File: src/rtl/display_bcd_pager_if.sv
// Display pager bus: channel data and paging controls in, segment drive and status out.
//   ch_data     packed channel values, channel k at [k*WIDTH +: WIDTH]
//   mode        0 = auto page rotation, 1 = manual paging
//   page_step   manual page advance (rising edge)
//   halt_signal freeze paging and blink the display
//   seg_bus     active-low segments, digit d at [7*d +: 7], gfedcba
//   page_idx    channel index of the displayed value
//   busy        conversion in progress
//   overflow    displayed value does not fit in DIGITS digits
interface display_bcd_pager_if #(
    parameter int unsigned WIDTH  = 8,
    parameter int unsigned DIGITS = 3,
    parameter int unsigned NUM_CH = 4
);
    localparam int unsigned PW = $clog2(NUM_CH);

    logic [NUM_CH*WIDTH-1:0] ch_data;
    logic                    mode;
    logic                    page_step;
    logic                    halt_signal;
    logic [7*DIGITS-1:0]     seg_bus;
    logic [PW-1:0]           page_idx;
    logic                    busy;
    logic                    overflow;

    modport master (
        output ch_data, mode, page_step, halt_signal,
        input  seg_bus, page_idx, busy, overflow
    );

    modport slave (
        input  ch_data, mode, page_step, halt_signal,
        output seg_bus, page_idx, busy, overflow
    );
endinterface

File: src/rtl/display_bcd_pager.sv
// Multi-channel 7-segment pager: picks one channel per page, converts it to BCD by
// double dabble and drives leading-zero-blanked active-low digits.
//   clk    system clock, rising edge
//   reset  asynchronous, active-high
//   bus    display_bcd_pager_if slave (channel data, paging controls, display outputs)
module display_bcd_pager #(
    parameter int unsigned WIDTH  = 8,
    parameter int unsigned DIGITS = 3,
    parameter int unsigned NUM_CH = 4,
    parameter int unsigned DWELL  = 50_000_000,
    parameter int unsigned BLINK  = 25_000_000
) (
    input  logic               clk,
    input  logic               reset,
    display_bcd_pager_if.slave bus
);
    localparam int unsigned PW   = $clog2(NUM_CH);
    // (WIDTH+2)/3 BCD digits always hold a WIDTH-bit value since log10(2) < 1/3.
    localparam int unsigned NB   = (WIDTH + 2) / 3;
    localparam int unsigned BN   = (NB > DIGITS) ? NB : DIGITS;
    localparam int unsigned DW   = (DWELL > 1) ? $clog2(DWELL) : 1;
    localparam int unsigned BW   = (BLINK > 1) ? $clog2(BLINK) : 1;
    localparam int unsigned SW   = $clog2(WIDTH + 1);
    localparam int unsigned SEGW = 7 * DIGITS;

    typedef enum logic [1:0] {StIdle, StLoad, StShift, StDone} state_e;

    state_e            state_q;
    logic [WIDTH-1:0]  sample_q;
    logic [4*BN-1:0]   bcd_q;
    logic [4*BN-1:0]   bcd_adj;
    logic [SW-1:0]     shift_cnt_q;
    logic [PW-1:0]     load_page_q;
    logic [SEGW-1:0]   seg_q;
    logic [SEGW-1:0]   seg_d;
    logic              ovf_d;
    logic [PW-1:0]     page_idx_q;
    logic              busy_q;
    logic              overflow_q;

    logic [PW-1:0]     page_q;
    logic [DW-1:0]     dwell_q;
    logic              step_prev_q;
    logic              mode_prev_q;
    logic [BW-1:0]     blink_cnt_q;
    logic              blink_on_q;

    function automatic logic [6:0] glyph(input logic [3:0] n);
        case (n)
            4'd0:    return 7'b1000000;
            4'd1:    return 7'b1111001;
            4'd2:    return 7'b0100100;
            4'd3:    return 7'b0110000;
            4'd4:    return 7'b0011001;
            4'd5:    return 7'b0010010;
            4'd6:    return 7'b0000010;
            4'd7:    return 7'b1111000;
            4'd8:    return 7'b0000000;
            4'd9:    return 7'b0010000;
            default: return 7'b1111111;
        endcase
    endfunction

    // Double-dabble correction applied before each shift.
    always_comb begin
        bcd_adj = bcd_q;
        for (int i = 0; i < int'(BN); i++) begin
            if (bcd_q[4*i +: 4] >= 4'd5) begin
                bcd_adj[4*i +: 4] = bcd_q[4*i +: 4] + 4'd3;
            end
        end
    end

    // Digit encode from the finished BCD value; any nonzero digit beyond DIGITS is overflow.
    always_comb begin
        logic lead;
        seg_d = '1;
        ovf_d = 1'b0;
        lead  = 1'b1;
        for (int i = int'(DIGITS); i < int'(BN); i++) begin
            if (bcd_q[4*i +: 4] != 4'd0) begin
                ovf_d = 1'b1;
            end
        end
        for (int d = int'(DIGITS) - 1; d >= 0; d--) begin
            if (ovf_d) begin
                seg_d[7*d +: 7] = 7'b0111111;
            end else if (!lead || d == 0 || bcd_q[4*d +: 4] != 4'd0) begin
                seg_d[7*d +: 7] = glyph(bcd_q[4*d +: 4]);
                lead            = 1'b0;
            end
        end
    end

    // Conversion FSM: continuous LOAD -> SHIFT x WIDTH -> DONE refresh.
    always_ff @(posedge clk or posedge reset) begin
        if (reset) begin
            state_q     <= StIdle;
            sample_q    <= '0;
            bcd_q       <= '0;
            shift_cnt_q <= '0;
            load_page_q <= '0;
            seg_q       <= '1;
            page_idx_q  <= '0;
            busy_q      <= 1'b0;
            overflow_q  <= 1'b0;
        end else begin
            unique case (state_q)
                StIdle: begin
                    state_q <= StLoad;
                    busy_q  <= 1'b1;
                end
                StLoad: begin
                    sample_q    <= bus.ch_data[page_q*WIDTH +: WIDTH];
                    load_page_q <= page_q;
                    bcd_q       <= '0;
                    shift_cnt_q <= '0;
                    state_q     <= StShift;
                end
                StShift: begin
                    {bcd_q, sample_q} <= {bcd_adj, sample_q} << 1;
                    shift_cnt_q       <= shift_cnt_q + SW'(1);
                    if (shift_cnt_q == SW'(WIDTH - 1)) begin
                        state_q <= StDone;
                        busy_q  <= 1'b0;
                    end
                end
                StDone: begin
                    seg_q      <= seg_d;
                    overflow_q <= ovf_d;
                    page_idx_q <= load_page_q;
                    state_q    <= StLoad;
                    busy_q     <= 1'b1;
                end
                default: begin
                    state_q <= StIdle;
                    busy_q  <= 1'b0;
                end
            endcase
        end
    end

    // Page selection. Step/mode history is tracked even while halted so that
    // edges arriving during halt are swallowed rather than replayed afterwards.
    always_ff @(posedge clk or posedge reset) begin
        if (reset) begin
            page_q      <= '0;
            dwell_q     <= '0;
            step_prev_q <= 1'b0;
            mode_prev_q <= 1'b0;
        end else begin
            step_prev_q <= bus.page_step;
            mode_prev_q <= bus.mode;
            if (!bus.halt_signal) begin
                if (bus.mode != mode_prev_q) begin
                    dwell_q <= '0;
                end else if (!bus.mode) begin
                    if (dwell_q == DW'(DWELL - 1)) begin
                        dwell_q <= '0;
                        page_q  <= page_q + PW'(1);
                    end else begin
                        dwell_q <= dwell_q + DW'(1);
                    end
                end else begin
                    dwell_q <= '0;
                    if (bus.page_step && !step_prev_q) begin
                        page_q <= page_q + PW'(1);
                    end
                end
            end
        end
    end

    // Blink phase while halted; forced back to visible as soon as halt drops.
    always_ff @(posedge clk or posedge reset) begin
        if (reset) begin
            blink_cnt_q <= '0;
            blink_on_q  <= 1'b1;
        end else if (!bus.halt_signal) begin
            blink_cnt_q <= '0;
            blink_on_q  <= 1'b1;
        end else if (blink_cnt_q == BW'(BLINK - 1)) begin
            blink_cnt_q <= '0;
            blink_on_q  <= ~blink_on_q;
        end else begin
            blink_cnt_q <= blink_cnt_q + BW'(1);
        end
    end

    assign bus.seg_bus  = blink_on_q ? seg_q : '1;
    assign bus.page_idx = page_idx_q;
    assign bus.busy     = busy_q;
    assign bus.overflow = overflow_q;
endmodule

File: src/flat_wrapper.sv
// flat-port wrapper written by rule: the top's interface ports become plain ports
module display_bcd_pager_flat 
#(
    parameter int unsigned WIDTH  = 8,
    parameter int unsigned DIGITS = 3,
    parameter int unsigned NUM_CH = 4,
    parameter int unsigned DWELL  = 50_000_000,
    parameter int unsigned BLINK  = 25_000_000
)
  (clk, reset, bus_ch_data, bus_mode, bus_page_step, bus_halt_signal, bus_seg_bus, bus_page_idx, bus_busy, bus_overflow);
  display_bcd_pager_if #(.WIDTH(WIDTH), .DIGITS(DIGITS), .NUM_CH(NUM_CH)) bus_i ();
  input  logic clk;
  input  logic reset;
  input wire logic [$bits(bus_i.ch_data)-1:0] bus_ch_data;
  input wire logic [$bits(bus_i.mode)-1:0] bus_mode;
  input wire logic [$bits(bus_i.page_step)-1:0] bus_page_step;
  input wire logic [$bits(bus_i.halt_signal)-1:0] bus_halt_signal;
  output wire logic [$bits(bus_i.seg_bus)-1:0] bus_seg_bus;
  output wire logic [$bits(bus_i.page_idx)-1:0] bus_page_idx;
  output wire logic [$bits(bus_i.busy)-1:0] bus_busy;
  output wire logic [$bits(bus_i.overflow)-1:0] bus_overflow;
  assign bus_i.ch_data = bus_ch_data;
  assign bus_i.mode = bus_mode;
  assign bus_i.page_step = bus_page_step;
  assign bus_i.halt_signal = bus_halt_signal;
  assign bus_seg_bus = bus_i.seg_bus;
  assign bus_page_idx = bus_i.page_idx;
  assign bus_busy = bus_i.busy;
  assign bus_overflow = bus_i.overflow;
  display_bcd_pager #(.WIDTH(WIDTH), .DIGITS(DIGITS), .NUM_CH(NUM_CH), .DWELL(DWELL), .BLINK(BLINK)) u_core (.clk(clk), .reset(reset), .bus(bus_i));
endmodule
File: config.mk
export PLATFORM = sky130hd
export DESIGN_NAME = display_bcd_pager_flat
export DESIGN_NICKNAME = d
export VERILOG_FILES = /design/src/rtl/display_bcd_pager_if.sv /design/src/rtl/display_bcd_pager.sv /design/src/flat_wrapper.sv
export SDC_FILE = /design/constraint.sdc
export NUM_CORES = 1
export LEC_CHECK = 0
export CAP_MARGIN = 0
export CORE_UTILIZATION = 55
export DETAILED_ROUTE_END_ITERATION = 8
export GPL_TIMING_DRIVEN = 0
export PLACE_DENSITY = 0.78
export RECOVER_POWER = 100
export SYNTH_ARGS = -nofsm -noshare
export SYNTH_HDL_FRONTEND = slang
export SYNTH_SLANG_ARGS = --single-unit
File: constraint.sdc
create_clock -name clk -period 4.1 [get_ports clk]
set_input_delay 0.82 -clock clk [delete_from_list [all_inputs] [get_ports clk]]
set_output_delay 0.82 -clock clk [all_outputs]
set_load 0.01 [all_outputs]
Word-level counts from Yosys, hierarchy flattened
Memory sizes are Yosys's and may differ from the RTL's. A register that Yosys moved wholly into a read port is not among the register bits.
Index checks and enable logic that the tools add are counted.
{"block": "classes", "n_reduce_logical": 12, "order_cmp": 3, "div_mod_pow": 0, "multipliers": 0, "n_shift": 1, "eq_ne": 10, "add_sub_neg": 7, "muxes": 23, "bitwise_logic": 3}
{"operator": "$mux 26", "n": 3}
{"operator": "$mux 25", "n": 2}
{"operator": "$shiftx 32x6->8", "n": 1}
{"operator": "$add 26x1->26 const B", "n": 1}
{"operator": "$eq 26x26->1 const B", "n": 1}
{"operator": "$add 25x1->25 const B", "n": 1}
{"operator": "$eq 25x25->1 const B", "n": 1}
{"operator": "$pmux 12 s2", "n": 1}
{"operator": "$mux 21", "n": 1}
{"operator": "$pmux 8 s2", "n": 1}
{"operator": "$mux 7", "n": 2}
{"operator": "$ge 4x3->1 const B", "n": 3}
{"operator": "$add 4x2->4 const B", "n": 2}
{"operator": "$mux 2", "n": 4}
{"operator": "$mux 4", "n": 2}
{"operator": "$pmux 4 s2", "n": 1}
{"operator": "$reduce_bool 4->1", "n": 2}
{"operator": "$ne 2x1->1 const B", "n": 3}
{"operator": "$pmux 2 s3", "n": 1}
{"operator": "$reduce_bool 2->1", "n": 3}
{"operator": "$add 4x1->4 const B", "n": 1}
{"operator": "$eq 2x2->1 const B", "n": 2}
{"operator": "$eq 4x3->1 const B", "n": 1}
{"operator": "$reduce_and 4->1", "n": 1}
{"operator": "other kinds (14)", "n": 18}
{"block": "word_totals", "mem_bits_ro": 336, "ramBits": 0, "in_bits": 37, "ff_bits": 108, "mem_count": 3, "latch_bits": 0}
{"memory": "(no name shown)", "depth": 16, "width": 7, "read_ports": 1, "rd_clocked_by_memory_dff": 0, "wr": 0, "line_no": "display_bcd_pager.sv:49", "text": "case (n)"}
{"memory": "(no name shown)", "depth": 16, "width": 7, "read_ports": 1, "rd_clocked_by_memory_dff": 0, "wr": 0, "line_no": "display_bcd_pager.sv:49"}
{"memory": "(no name shown)", "depth": 16, "width": 7, "read_ports": 1, "rd_clocked_by_memory_dff": 1, "wr": 0, "line_no": "display_bcd_pager.sv:49"}

Longest topological paths before layout
{"block": "logic_depth", "depth_word": 4, "depth_mapped": 7, "mapped_depth_nobuf": 6}

Least setup slack after synthesis
OpenSTA, ideal clock, no wires.
{"block": "synth_timing", "path_type": "input to register", "start": "input bus_halt_signal", "end": "register u_core.dwell_q[19]", "required_ns": 4.013, "path_slack_ns": 1.839, "n_path_buf": 0, "arrival_time_ns": 2.174, "path_stages": 4, "cell_sequence": "nand4b_4 or4_4 or4_1 a22oi_1"}
{"element": "start: declaration", "line_no": "flat_wrapper.sv:17", "text": "input wire logic [$bits(bus_i.halt_signal)-1:0] bus_halt_signal;"}
{"element": "end signal: assignment", "line_no": "display_bcd_pager.sv:162", "text": "dwell_q <= dwell_q + DW'(1);"}
{"element": "end: declaration", "line_no": "display_bcd_pager.sv:42", "text": "logic [DW-1:0] dwell_q;"}

==> impl_metrics.py <==
metrics = {
    "clocking": {
        "cts_resized": 0,
        "cts.htree.levels": 3,
        "cts.root.buffer_cell": "clkbuf_8",
        "cts_tree": "yes",
        "hold_buffers": 0,
        "clock_path_buffers": 2,
        "worstSkewPairLatency_ps": 360,
        "clock_sinks": 108,
        "post_cts_buffers": 0,
        "cts-buffers-inserted": 9,
        "clk_pin_slew_worst_paths_ps": 90,
    },
    "placed_design": {
        "dp_hpwl_um": 9150,
        "portBuffers": 60,
        "gp_congestion": 0.897,
        "pre_cts_ws_ps": 1180,
    },
    "worst_setup_path": {
        "arrival_ps": 3260,
        "cp-start-kind": "input pin",
        "worstSetupPathType": "in2reg",
        "regToRegSetupSlack_ps": 1590,
        "end_kind": "flop",
        "crit_path_max_fanout": 10,
        "crit_required_ps": 4380,
    },
    "logic_synthesis": {
        "synth_top_area_share": 0.359,
        "synthMuxAreaShare": 0.0618,
        "seq_area_frac_synth": 0.456,
        "syn_avg_cell_area_um2": 9.71,
        "synth_nets": 675,
        "synthTopCellsByArea": "dfrtp_1, dfstp_2, ha_1, a21oi_1, o21ai_0",
        "synth-seq-cells": 108,
        "synth_edf_count": 0,
        "synthFlopType": "dfrtp_1",
        "synth_area_leader_cell": "dfrtp_1",
        "synth-simple-area-share": 0.203,
        "syn_inst": 617,
        "synth_xor_area_frac": 0.0365,
        "syn_area_mm2": 0.00599,
        "synth-async-reset-ratio": 1.00,
        "yosys_warnings": 0,
        "synth_fa_ha_area_frac": 0.0439,
        "synthDistinctLibCells": 58,
        "synth_top_family_by_area": "simple AND/OR/NAND/NOR gates",
        "synth_compound_area_frac": 0.158,
    },
    "global_routing": {
        "grt_overflow_total": 0,
        "grt_max_degree": 72,
        "grt_first_pass_wirelength_um": 22100,
        "track_usage": 0.241,
        "antenna_found_initial": 0,
        "first_global_vias": 4761,
    },
    "sta": {
        "finalSetupTns_ps": 0,
        "drv_slew": 38,
        "rsz0062_at_grt": "false",
        "worst_slew_pin_slew_ps": 1750,
        "hold_slack_ps": 461,
        "relSlewSlack": -0.170,
        "final-hold-violation-count": 0,
        "min_period_ps": 2980,
        "period_share": 0.726,
        "setup_ws_ps": 1120,
        "skew_ps": 10.4,
        "finalSetupViolCount": 0,
        "fmax_ghz": 0.336,
    },
    "outcome": {
        "outcome": "finished with violations",
        "violations": "max-capacitance violations, max-slew violations",
    },
    "run": {
        "cap_viol_max_count": 1,
    },
    "floorplanning": {
        "dieArea_mm2": 0.0113,
        "fp.dieH_um": 106,
        "start_util": 0.573,
        "coreArea_mm2": 0.0105,
        "row_count": 37,
        "dieWidth_um": 106,
        "io-pin-count": 62,
    },
    "hold_path": {
        "hold_class": "reg2reg",
    },
    "routing": {
        "num_vias": 4905,
        "firstDrtPassIters": 5,
        "ant_nets": 0,
        "wirelength_um": 12700,
        "drc": 0,
        "viasPerCell": 5.91,
        "route.detailed.wl_per_inst_um": 15.3,
        "drt_iter0_drc": 196,
    },
    "layout": {
        "synthToLayoutAreaGrowth_pct": 16.5,
        "antenna_cells": 0,
        "drive_above_1_share": 0.0865,
        "fillCellCount": 864,
        "final_common_cell": "dfrtp_1",
        "finalNetCount": 747,
        "layout_common_cells": "dfrtp_1, a21oi_1, nor2_1",
    },
    "pwr": {
        "leakage_nw": 2.92,
        "ir_worst_vdd_v": 0.000282,
        "p_per_area_mw_per_mm2": 463,
    },
}
## per-stage QoR
stage	util	total power [mW]	cells	cell area [µm²]
3_3_place_gp	0.646	2.53	813	6760
6_report	0.667	3.23	830	6980
2_1_floorplan	-	2.16	617	5990
5_1_grt	0.667	3.44	830	6980
4_1_cts	0.670	3.30	830	7010
3_5_place_dp	0.649	2.58	814	6790
## per-layer routing
metal / vias to the layer above / share of wire / global-route usage
met4: 0 / 0.0092 / 0.0645
li1: 2384 / - / -
met5: - / 0 / 0
met1: 2384 / 0.45 / 0.324
met2: 125 / 0.50 / 0.404
met3: 12 / 0.039 / 0.0423
## cell usage after synthesis, drive strengths merged, types with 4 or more instances
library cell	count
a211oi	4
nand2b	23
dfrtp	86
ha	21
mux2i	10
nor3	6
a21oi	51
o21ai	38
nand2	42
o22ai	9
and4	6
o31ai	14
mux4	8
and2	6
nor3b	5
nor2	46
dfstp	22
mux2	8
buf	9
xor2	17
or4	12
clkbuf	28
a22oi	11
and3	10
nand3	18
xnor2	8
or3	13
nand4	19
inv	24
o22a	11
## worst paths after layout
path,cells past startpoint,startpoint,endpoint
max in group asynchronous,3,reset,u_core.seg_q[4]
setup reg to reg,5,u_core.dwell_q[12],u_core.dwell_q[4]
hold / removal,1,u_core.blink_cnt_q[0],u_core.blink_cnt_q[0]
hold reg to reg,1,u_core.blink_cnt_q[0],u_core.blink_cnt_q[0]
min in group asynchronous,2,reset,u_core.dwell_q[15]
setup / recovery,6,bus_halt_signal,u_core.dwell_q[21]
## cell type report
class | count | area (µm²) | share of cell area
clock buffer | 12 | 145 | 0.0208
clock inverter | 4 | 73.8 | 0.0106
inverter | 24 | 91.3 | 0.0131
multi-input combinational | 448 | 3000 | 0.429
sequential | 108 | 2730 | 0.391
timing repair buffer | 61 | 628 | 0.0900
buffer | 37 | 146 | 0.0210
tap | 136 | 170 | 0.0244
## state kept, by name, summed over array words and instances (netlist names)
| signal | flops |
|---|---|
| u_core.page_q | 2 |
| u_core.bus.page_idx | 2 |
| u_core.shift_cnt_q | 4 |
| u_core.sample_q | 8 |
| u_core.blink_on_q | 1 |
| u_core.seg_q | 21 |
| u_core.state_q | 2 |
| u_core.mode_prev_q | 1 |
| u_core.load_page_q | 2 |
| u_core.blink_cnt_q | 25 |
| u_core.step_prev_q | 1 |
| u_core.bus.busy | 1 |
| u_core.bcd_q | 12 |
| u_core.dwell_q | 26 |
## critical path, stage by stage
cell and delay (ps):
dlygate4sd3_1 600, nand4b_1 380, or4_1 660, clkbuf_1 250, or3_1 390, a22oi_1 160
## power by group
part | leakage (nW) | switching, mW | total, mW | internal, mW
combinational | 1.45 | 0.552 | 1.11 | 0.558
clock | 0.111 | 0.353 | 0.715 | 0.362
sequential | 1.36 | 0.113 | 1.41 | 1.29
## cells by family after synthesis
logic type | after synthesis
flops | 108
xor+xnor | 25
fa+ha+maj | 21
mux | 26
other cells | 1
buf+inv | 61
simple gates | 221
compound gates | 154
No activity file was read; power rests on OpenSTA's default activity.
